==> src/rtl/m_bus_timer_pkg.sv <==
// Shared definitions for the memory-mapped countdown timer: register map,
// CTRL bit positions, MODE encodings and FSM state encoding.
package m_bus_timer_pkg;

    localparam logic [1:0] REG_CTRL   = 2'd0;
    localparam logic [1:0] REG_PRESET = 2'd1;
    localparam logic [1:0] REG_COUNT  = 2'd2;
    localparam logic [1:0] REG_NONE   = 2'd3;

    localparam int CTRL_EN      = 0;
    localparam int CTRL_MODE_LO = 1;
    localparam int CTRL_MODE_HI = 2;
    localparam int CTRL_IM      = 3;

    localparam logic [1:0] MODE_ONESHOT = 2'b00;
    localparam logic [1:0] MODE_AUTO    = 2'b01;

    typedef enum logic [1:0] {
        ST_IDLE = 2'd0,
        ST_LOAD = 2'd1,
        ST_CNT  = 2'd2,
        ST_INT  = 2'd3
    } state_e;

endpackage

==> src/rtl/m_bus_timer.sv <==
// Countdown timer responder on the M-stage bus: CTRL/PRESET/COUNT registers,
// a four-state count FSM and a combinational read mux; IRQ feeds CP0 HWInt.
module m_bus_timer
    import m_bus_timer_pkg::*;
#(
    parameter int               CNT_W      = 32,
    parameter logic [CNT_W-1:0] PRESET_RST = {CNT_W{1'b0}}
) (
    input  logic        clk,
    input  logic        reset,
    input  logic [31:0] Addr,
    input  logic        WE,
    input  logic [31:0] Din,
    output logic [31:0] Dout,
    output logic        IRQ
);

    logic [3:0]       ctrl_q, ctrl_d;
    logic [CNT_W-1:0] preset_q, preset_d;
    logic [CNT_W-1:0] count_q, count_d;
    state_e           state_q, state_d;
    logic             flag_q, flag_d;

    logic [1:0]       reg_sel_s;
    logic             en_s;
    logic             auto_s;
    logic             irq_set_s;
    logic             flag_clr_s;
    logic             unused_addr_s;

    assign reg_sel_s     = Addr[3:2];
    assign en_s          = ctrl_q[CTRL_EN];
    // MODE 1x behaves as one-shot, so only the exact auto-reload code counts
    assign auto_s        = (ctrl_q[CTRL_MODE_HI:CTRL_MODE_LO] == MODE_AUTO);
    assign unused_addr_s = ^{Addr[31:4], Addr[1:0]};

    // State and register update with synchronous reset
    always_ff @(posedge clk) begin
        if (reset) begin
            ctrl_q   <= 4'h0;
            preset_q <= PRESET_RST;
            count_q  <= {CNT_W{1'b0}};
            state_q  <= ST_IDLE;
            flag_q   <= 1'b0;
        end else begin
            ctrl_q   <= ctrl_d;
            preset_q <= preset_d;
            count_q  <= count_d;
            state_q  <= state_d;
            flag_q   <= flag_d;
        end
    end

    // FSM next state plus bus writes; FSM decisions use pre-write CTRL
    always_comb begin
        ctrl_d     = ctrl_q;
        preset_d   = preset_q;
        count_d    = count_q;
        state_d    = state_q;
        flag_d     = flag_q;
        irq_set_s  = 1'b0;
        flag_clr_s = 1'b0;

        case (state_q)
            ST_IDLE: begin
                if (en_s) begin
                    state_d = ST_LOAD;
                end else begin
                    state_d = ST_IDLE;
                end
            end
            ST_LOAD: begin
                count_d    = preset_q;
                flag_clr_s = 1'b1;
                state_d    = ST_CNT;
            end
            ST_CNT: begin
                if (!en_s) begin
                    state_d = ST_IDLE;
                end else if (count_q > CNT_W'(1)) begin
                    count_d = count_q - CNT_W'(1);
                end else begin
                    // Terminal count: clamp at zero, never wrap
                    count_d   = {CNT_W{1'b0}};
                    irq_set_s = 1'b1;
                    state_d   = ST_INT;
                    if (!auto_s) begin
                        ctrl_d[CTRL_EN] = 1'b0;
                    end else begin
                        ctrl_d[CTRL_EN] = ctrl_q[CTRL_EN];
                    end
                end
            end
            ST_INT: begin
                // Clearing on the way to LOAD keeps the auto-reload IRQ a one-cycle pulse
                if (auto_s) begin
                    flag_clr_s = 1'b1;
                    state_d    = ST_LOAD;
                end else begin
                    state_d = ST_IDLE;
                end
            end
            default: begin
                state_d = ST_IDLE;
            end
        endcase

        if (WE) begin
            case (reg_sel_s)
                REG_CTRL: begin
                    ctrl_d     = Din[3:0];
                    flag_clr_s = 1'b1;
                end
                REG_PRESET: begin
                    preset_d = Din[CNT_W-1:0];
                end
                default: begin
                    preset_d = preset_q;
                end
            endcase
        end else begin
            preset_d = preset_d;
        end

        // A same-edge set beats any clear so a terminal event is never lost
        if (irq_set_s) begin
            flag_d = 1'b1;
        end else if (flag_clr_s) begin
            flag_d = 1'b0;
        end else begin
            flag_d = flag_q;
        end
    end

    // Read mux follows Addr in the same cycle
    always_comb begin
        Dout = 32'h0000_0000;
        case (reg_sel_s)
            REG_CTRL:   Dout = {28'h000_0000, ctrl_q};
            REG_PRESET: Dout = 32'(preset_q);
            REG_COUNT:  Dout = 32'(count_q);
            REG_NONE:   Dout = 32'h0000_0000;
            default:    Dout = 32'h0000_0000;
        endcase
    end

    assign IRQ = ctrl_q[CTRL_IM] & flag_q;

endmodule
==> config.mk <==
export PLATFORM = sky130hd
export DESIGN_NAME = m_bus_timer
export DESIGN_NICKNAME = d
export VERILOG_FILES = /design/src/rtl/m_bus_timer_pkg.sv /design/src/rtl/m_bus_timer.sv
export SDC_FILE = /design/constraint.sdc
export NUM_CORES = 1
export LEC_CHECK = 0
export BUFFER_PORTS_ARGS = -buffer_cell sky130_fd_sc_hd__buf_2
export CAP_MARGIN = 30
export CORE_MARGIN = 1.5
export CORE_UTILIZATION = 58
export CTS_CLUSTER_DIAMETER = 150
export DETAILED_ROUTE_END_ITERATION = 12
export PLACE_DENSITY = 0.86
export SETUP_SLACK_MARGIN = 0.5
export SLEW_MARGIN = 25
export SYNTH_ARGS = -nofsm -noshare
export SYNTH_HDL_FRONTEND = slang
export SYNTH_SLANG_ARGS = --single-unit
export TNS_END_PERCENT = 1
==> constraint.sdc <==
create_clock -name clk -period 6.3 [get_ports clk]
set_clock_uncertainty 0.15 [all_clocks]
set_input_delay 0.315 -clock clk [delete_from_list [all_inputs] [get_ports clk]]
set_output_delay 0.315 -clock clk [all_outputs]
set_load 0.03 [all_outputs]
==> flow_summary.json, run 1 <==
{
  "status": "complete, no violations",
  "io_buffer_count": 69,
  "cts_resized": 0,
  "ant_nets": 0,
  "max_freq_ghz": 0.360,
  "final_area_um2": 4590,
  "setup_tns_ns": 0,
  "worst_ep_required_time_ns": 6.40,
  "diodes": 0,
  "first_iter_violations": 448,
  "placed_cell_area_um2": 4420,
  "hold_slack_ns": 0.0419,
  "yosysTopAreaCell": "dfxtp_1",
  "finalSetupViolCount": 0,
  "grt_pass1_wl_um": 18400,
  "cts_hold_buffers": 0,
  "critical_path_class": "reg2reg",
  "tightest_slew_ns": 0.909,
  "drv_cap": 0,
  "fin_crit_ns": 2.78,
  "cts_buffers": 9,
  "area_growth_pct": 12.9,
  "final_max_slew_viol_count": 0,
  "cts.reportedPaths.clkPinSlew_ns": 0.07,
  "cts_tree": "yes",
  "synth_commonest_cells": "nand2_1 (89), dfxtp_1 (71), a21oi_1 (59)",
  "ir_drop_mv": 0.197,
  "cp-end-kind": "register",
  "ios": 100,
  "dpl.hpwl_um": 7540,
  "grt_use_total": 0.308,
  "clock-root-buffer": "clkbuf_8",
  "critPathArrivalTime_ns": 2.88,
  "synth_cell_types": 53,
  "core_um2": 6790,
  "clock_latency_ns": 0.36,
  "synth_flop_cell": "dfxtp_1",
  "drive_gt1_frac": 0.197,
  "fin_util": 0.675,
  "h-tree-depth": 3,
  "cts_num_sinks": 71,
  "path_max_fanout": 17,
  "gp_congestion": 0.911,
  "drc": 0,
  "cp-start-kind": "register",
  "slew_headroom": 0.392,
  "synth.net_count": 584,
  "die_area_um2": 7520,
  "synth_most_common_cell": "nand2_1",
  "grt_antenna_before_repair": 0,
  "vias": 4224,
  "synth_area_um2": 4070,
  "powerDensity_nw_per_um2": 212,
  "grt_overflow_total": 0,
  "avgSynthCellArea_um2": 7.89,
  "rsz0062_at_grt": "false",
  "synth.ff_latch_count": 71,
  "p_leak_nw": 1.84,
  "first_pass_iters": 7,
  "synth_cells": 515,
  "hold_path_class": "in2reg",
  "period_share": 0.441,
  "synth_seq_area_share": 0.350,
  "die_w_um": 86.7,
  "layout.nets": 628,
  "synthArstFlopShare": 0,
  "hold_viol": 0,
  "synth_warnings": 0,
  "synth_top_area_frac": 0.350,
  "synth_edf_count": 0,
  "synth.top_cells.by_area": "dfxtp_1 (35%), nand2_1 (8.2%), a21oi_1 (7.3%)",
  "wl_um": 11300,
  "row_count": 30,
  "die_h_um": 86.7,
  "grt_max_degree": 68,
  "postCtsSetupBuffers": 0,
  "start_util": 0.598,
  "routed_via_density": 6.41,
  "grt_pass1_vias": 3917,
  "wl_per_cell_um": 17.1,
  "cts_buffer_depth": 2
}
-- per-layer routing --
layer  GRT usage  part of all wire  up-vias
li1            -                 -     1977
met1       0.415              0.43     2008
met2       0.492              0.47      215
met3      0.0419             0.088       24
met4       0.135             0.016        0
met5           0                 0        -
-- worst max-delay path: stages, from the launching register on --
cell     delay (ns)
dfxtp_1        0.42
nor4_4         0.46
nand4_2        0.24
o31ai_4        0.71
buf_4          0.37
a21oi_1        0.07
o221a_1        0.25
-- path summary, 6_finish.rpt --
path                                      to  slack (ns)  cells past startpoint    startpoint
worst max register to register   count_q[31]        3.52                      6   count_q[16]
worst min register to register  preset_q[19]        0.32                      2  preset_q[19]
worst max-delay path             count_q[31]        3.52                      6   count_q[16]
worst min-delay path            preset_q[29]        0.04                      3       Din[29]
-- per-stage QoR --
stage	std cells	total power (W)	setup WS, ns
6_report	659	0.000972	3.52
4_1_cts	659	0.000966	3.59
3_3_place_gp	643	0.000646	3.60
2_1_floorplan	515	0.000604	4.10
3_5_place_dp	644	0.000653	3.59
5_1_grt	659	0.00100	3.29
-- cell type report --
type	count	area [um^2]
multi-input combinational	395	2440
fill	555	2210
sequential	71	1420
timing repair buffer	76	418
clock buffer	12	145
tap	96	120
inverter	6	22.5
clock inverter	3	20.0
-- where the power goes --
| part | internal (W) | total, W | switching (W) | leakage [nW] |
|---|---|---|---|---|
| Clock | 0.000151 | 0.000326 | 0.000174 | 0.0785 |
| Sequential | 0.000461 | 0.000479 | 0.0000176 | 0.575 |
| Combinational | 0.0000584 | 0.000168 | 0.000109 | 1.19 |
| Total | 0.000671 | 0.000972 | 0.000301 | 1.84 |
-- state kept, by name, indices dropped and copies added (netlist names) --
name and cells:
ctrl_q 4, flag_q 1, state_q 2, count_q 32
preset_q 32
-- cells by family (layout without fill, tap and decap cells) --
| group | after synthesis | after routing | synth area share |
|---|---|---|---|
| buffers and inverters | 49 | 97 | 0.0526 |
| multiplexers | 7 | 7 | 0.0172 |
| AO/OA/AOI/OAI | 197 | 197 | 0.333 |
| XOR/XNOR | 1 | 1 | 0.00215 |
| adder cells (fa/ha/maj) | 2 | 2 | 0.00615 |
| flip-flops | 71 | 71 | 0.350 |
| AND/OR/NAND/NOR | 188 | 188 | 0.239 |
-- placed cells by master, fill, tap and decap left out, drive strengths merged, types with 5 or more instances in the layout --
cell type and instances:
a211oi 18, a21o 12, a21oi 59, a22o 28
and2 5, buf 76, clkbuf 12, dfxtp 71
inv 6, mux2i 7, nand2 89, nand3 6
nand4 5, nor2 35, nor2b 5, nor3 14
nor3b 7, nor4 10, o21a 7, o21ai 36
o31ai 8
No activity file was read; power rests on OpenSTA's default activity.
==> inputs of run 2 (changes only) <==
--- a/config.mk
+++ b/config.mk
@@ -8,10 +8,10 @@
 export BUFFER_PORTS_ARGS = -buffer_cell sky130_fd_sc_hd__buf_2
 export CAP_MARGIN = 30
 export CORE_MARGIN = 1.5
-export CORE_UTILIZATION = 58
+export CORE_UTILIZATION = 49
 export CTS_CLUSTER_DIAMETER = 150
 export DETAILED_ROUTE_END_ITERATION = 12
-export PLACE_DENSITY = 0.86
+export PLACE_DENSITY = 0.77
 export SETUP_SLACK_MARGIN = 0.5
 export SLEW_MARGIN = 25
 export SYNTH_ARGS = -nofsm -noshare
==> constraint.sdc (replaced) <==
create_clock -name clk -period 2.44 [get_ports clk]
set_clock_uncertainty 0.15 [all_clocks]
set_input_delay 0.122 -clock clk [delete_from_list [all_inputs] [get_ports clk]]
set_output_delay 0.122 -clock clk [all_outputs]
set_load 0.03 [all_outputs]
==> run 2 against run 1 <==
Compared with the run above:
- setup slack got worse by 3.1 ns
- total power increased to 2.8 times the previous value
- die area increased by 18%
- sequential share of layout area decreased by 4.6 points
- flip-flop and latch count unchanged
- critical path type unchanged
- highest routed layer unchanged
==> flow_summary.json, run 2 (synthesis results as in run 1) <==
{
  "hold_slack_ns": 0.0823,
  "clkPwrFrac": 0.318,
  "die_area_um2": 8850,
  "cts_num_sinks": 71,
  "drc": 0,
  "cp-start-kind": "register",
  "final_common_cell": "nand2_1",
  "slew_headroom": 0.634,
  "io_buffer_count": 69,
  "cp_top_family": "compound AO/OA/AOI/OAI gates",
  "cts_tree": "yes",
  "grt_pass1_wl_um": 19900,
  "core_um2": 8130,
  "tightest_slew_ns": 0.549,
  "clock_latency_ns": 0.36,
  "die_h_um": 94.1,
  "drive_gt1_frac": 0.302,
  "vias": 4502,
  "wl_um": 12400,
  "ios": 100,
  "die_w_um": 94.1,
  "period_share": 0.827,
  "fin_crit_ns": 2.02,
  "path_max_fanout": 8,
  "intPower_w": 0.00189,
  "regArea_um2": 1440,
  "start_util": 0.500,
  "drv_cap": 0,
  "p_sw_frac": 0.308,
  "ant_nets": 0,
  "max_freq_ghz": 0.496,
  "h-tree-depth": 3,
  "grt_antenna_before_repair": 0,
  "ir_drop_mv": 0.295,
  "final_cell_mix": "nand2_1 (87), buf_2 (69), a21oi_1 (59), dfxtp_1 (59), buf_4 (45)",
  "dpl.hpwl_um": 7700,
  "critical_path.max_stage_delay_ns": 0.37,
  "critPathArrivalTime_ns": 2.12,
  "first_iter_violations": 355,
  "worstHoldStart": "reset",
  "r2r_setup_slack_ns": 0.42,
  "multi_input_area_um2": 2620,
  "critical_path.slowest_cell": "o31ai_4",
  "switchingPower_w": 0.000841,
  "area_growth_pct": 34.7,
  "reg.largest.list": "count_q x32, preset_q x32, ctrl_q x4",
  "finalSetupViolCount": 0,
  "first_pass_iters": 7,
  "gp_congestion": 0.888,
  "worst_ep_required_time_ns": 2.54,
  "diodes": 0,
  "p_leak_nw": 2.23,
  "dp.cells": 666,
  "pwr-share-seq": 0.452,
  "grt_pass1_vias": 4183,
  "status": "complete, no violations",
  "rsz0062_at_grt": "true",
  "worstPathCellList": "nor4_4 > buf_4 > nand4_4 > o31ai_4 > buf_6 > a21oi_1 > o221a_1",
  "critical_path_class": "reg2reg",
  "grt_max_degree": 34,
  "final_cells": 745,
  "cp_num_cells": 7,
  "grt_overflow_total": 0,
  "hold_end": "ctrl_q[1]",
  "row_count": 33,
  "rr_endpoint": "count_q[31]",
  "hold_depth": 2,
  "combPwrFrac": 0.230,
  "final_max_slew_viol_count": 0,
  "fillers": 614,
  "reg2reg_depth": 7,
  "worstReg2RegStart": "count_q[16]",
  "layout.nets": 704,
  "cts_buffer_depth": 2,
  "crit_buf_inv": 2,
  "clock-root-buffer": "clkbuf_8",
  "hold_viol": 0,
  "setup_tns_ns": 0,
  "cp-end-kind": "register",
  "wl_per_cell_um": 16.6,
  "grt_use_total": 0.284,
  "routed_via_density": 6.04,
  "hold_path_class": "in2reg",
  "cts.reportedPaths.clkPinSlew_ns": 0.08,
  "powerDensity_nw_per_um2": 499,
  "cts_buffers": 9
}
## run 2: changes by cell type in the layout (fill, tap and decap cells not counted), moves of 3 or more
cell           before  now
buf_4               6   45
dlygate4sd3_1       0   32
dfxtp_1            71   59
dfxtp_2             0    9
nor3_1             14    9
nor2_1             35   31
nor3_2              0    4
buf_6               0    3
dfxtp_4             0    3
nand4_4             0    3
nor2_2              0    3
nor4_1              4    1
## run 2: through the flow
step,worst slack [ns],utilization,area [um^2],total power [W]
floorplan,0.414,-,4080,0.00156
global placement,0.214,0.557,4530,0.00168
detailed placement,0.169,0.557,4530,0.00169
CTS,0.444,0.657,5350,0.00268
global route,0.326,0.673,5480,0.00284
finish,0.422,0.673,5480,0.00273
## run 2: layout make-up
class / instances / area share
Clock buffer: 13 / 0.0290
Timing Repair Buffer: 151 / 0.197
Inverter: 6 / 0.00457
Clock inverter: 3 / 0.00320
Multi-Input combinational cell: 396 / 0.479
Tap cell: 105 / 0.0240
Sequential cell: 71 / 0.264
## run 2: layer usage
metal	track usage	wire length, um	vias to the layer above
met3	0.0574	906	30
met5	0	0	-
met4	0.122	316	0
met1	0.362	5370	2126
li1	-	-	2131
met2	0.462	5780	215
## run 2: what timing repair did
item	4_1_cts	5_1_grt
gates cloned	1	0
setup buffers	22	8
pin swaps	16	11
hold endpoints to repair	36	0
hold buffers	32	0
endpoints found under the setup margin	35	35
gates resized for setup	37	15
## run 2: power groups by stage
stage          registers, W  logic, W  clock network, W
3_3_place_gp        0.00126  0.000424                 0
3_5_place_dp        0.00126  0.000435                 0
5_1_grt             0.00124  0.000679          0.000920
4_1_cts             0.00123  0.000568          0.000877
2_1_floorplan       0.00124  0.000317                 0
6_report            0.00123  0.000629          0.000869
## run 2: worst max-delay path by stage
stage	start	to	slack (ns)
after CTS	count_q[27]	count_q[31]	0.44
after floorplan	count_q[7]	count_q[31]	0.41
final	count_q[16]	count_q[31]	0.42
after detailed placement	count_q[0]	count_q[20]	0.17
after global placement	count_q[0]	count_q[26]	0.21
after global routing	count_q[10]	count_q[31]	0.33
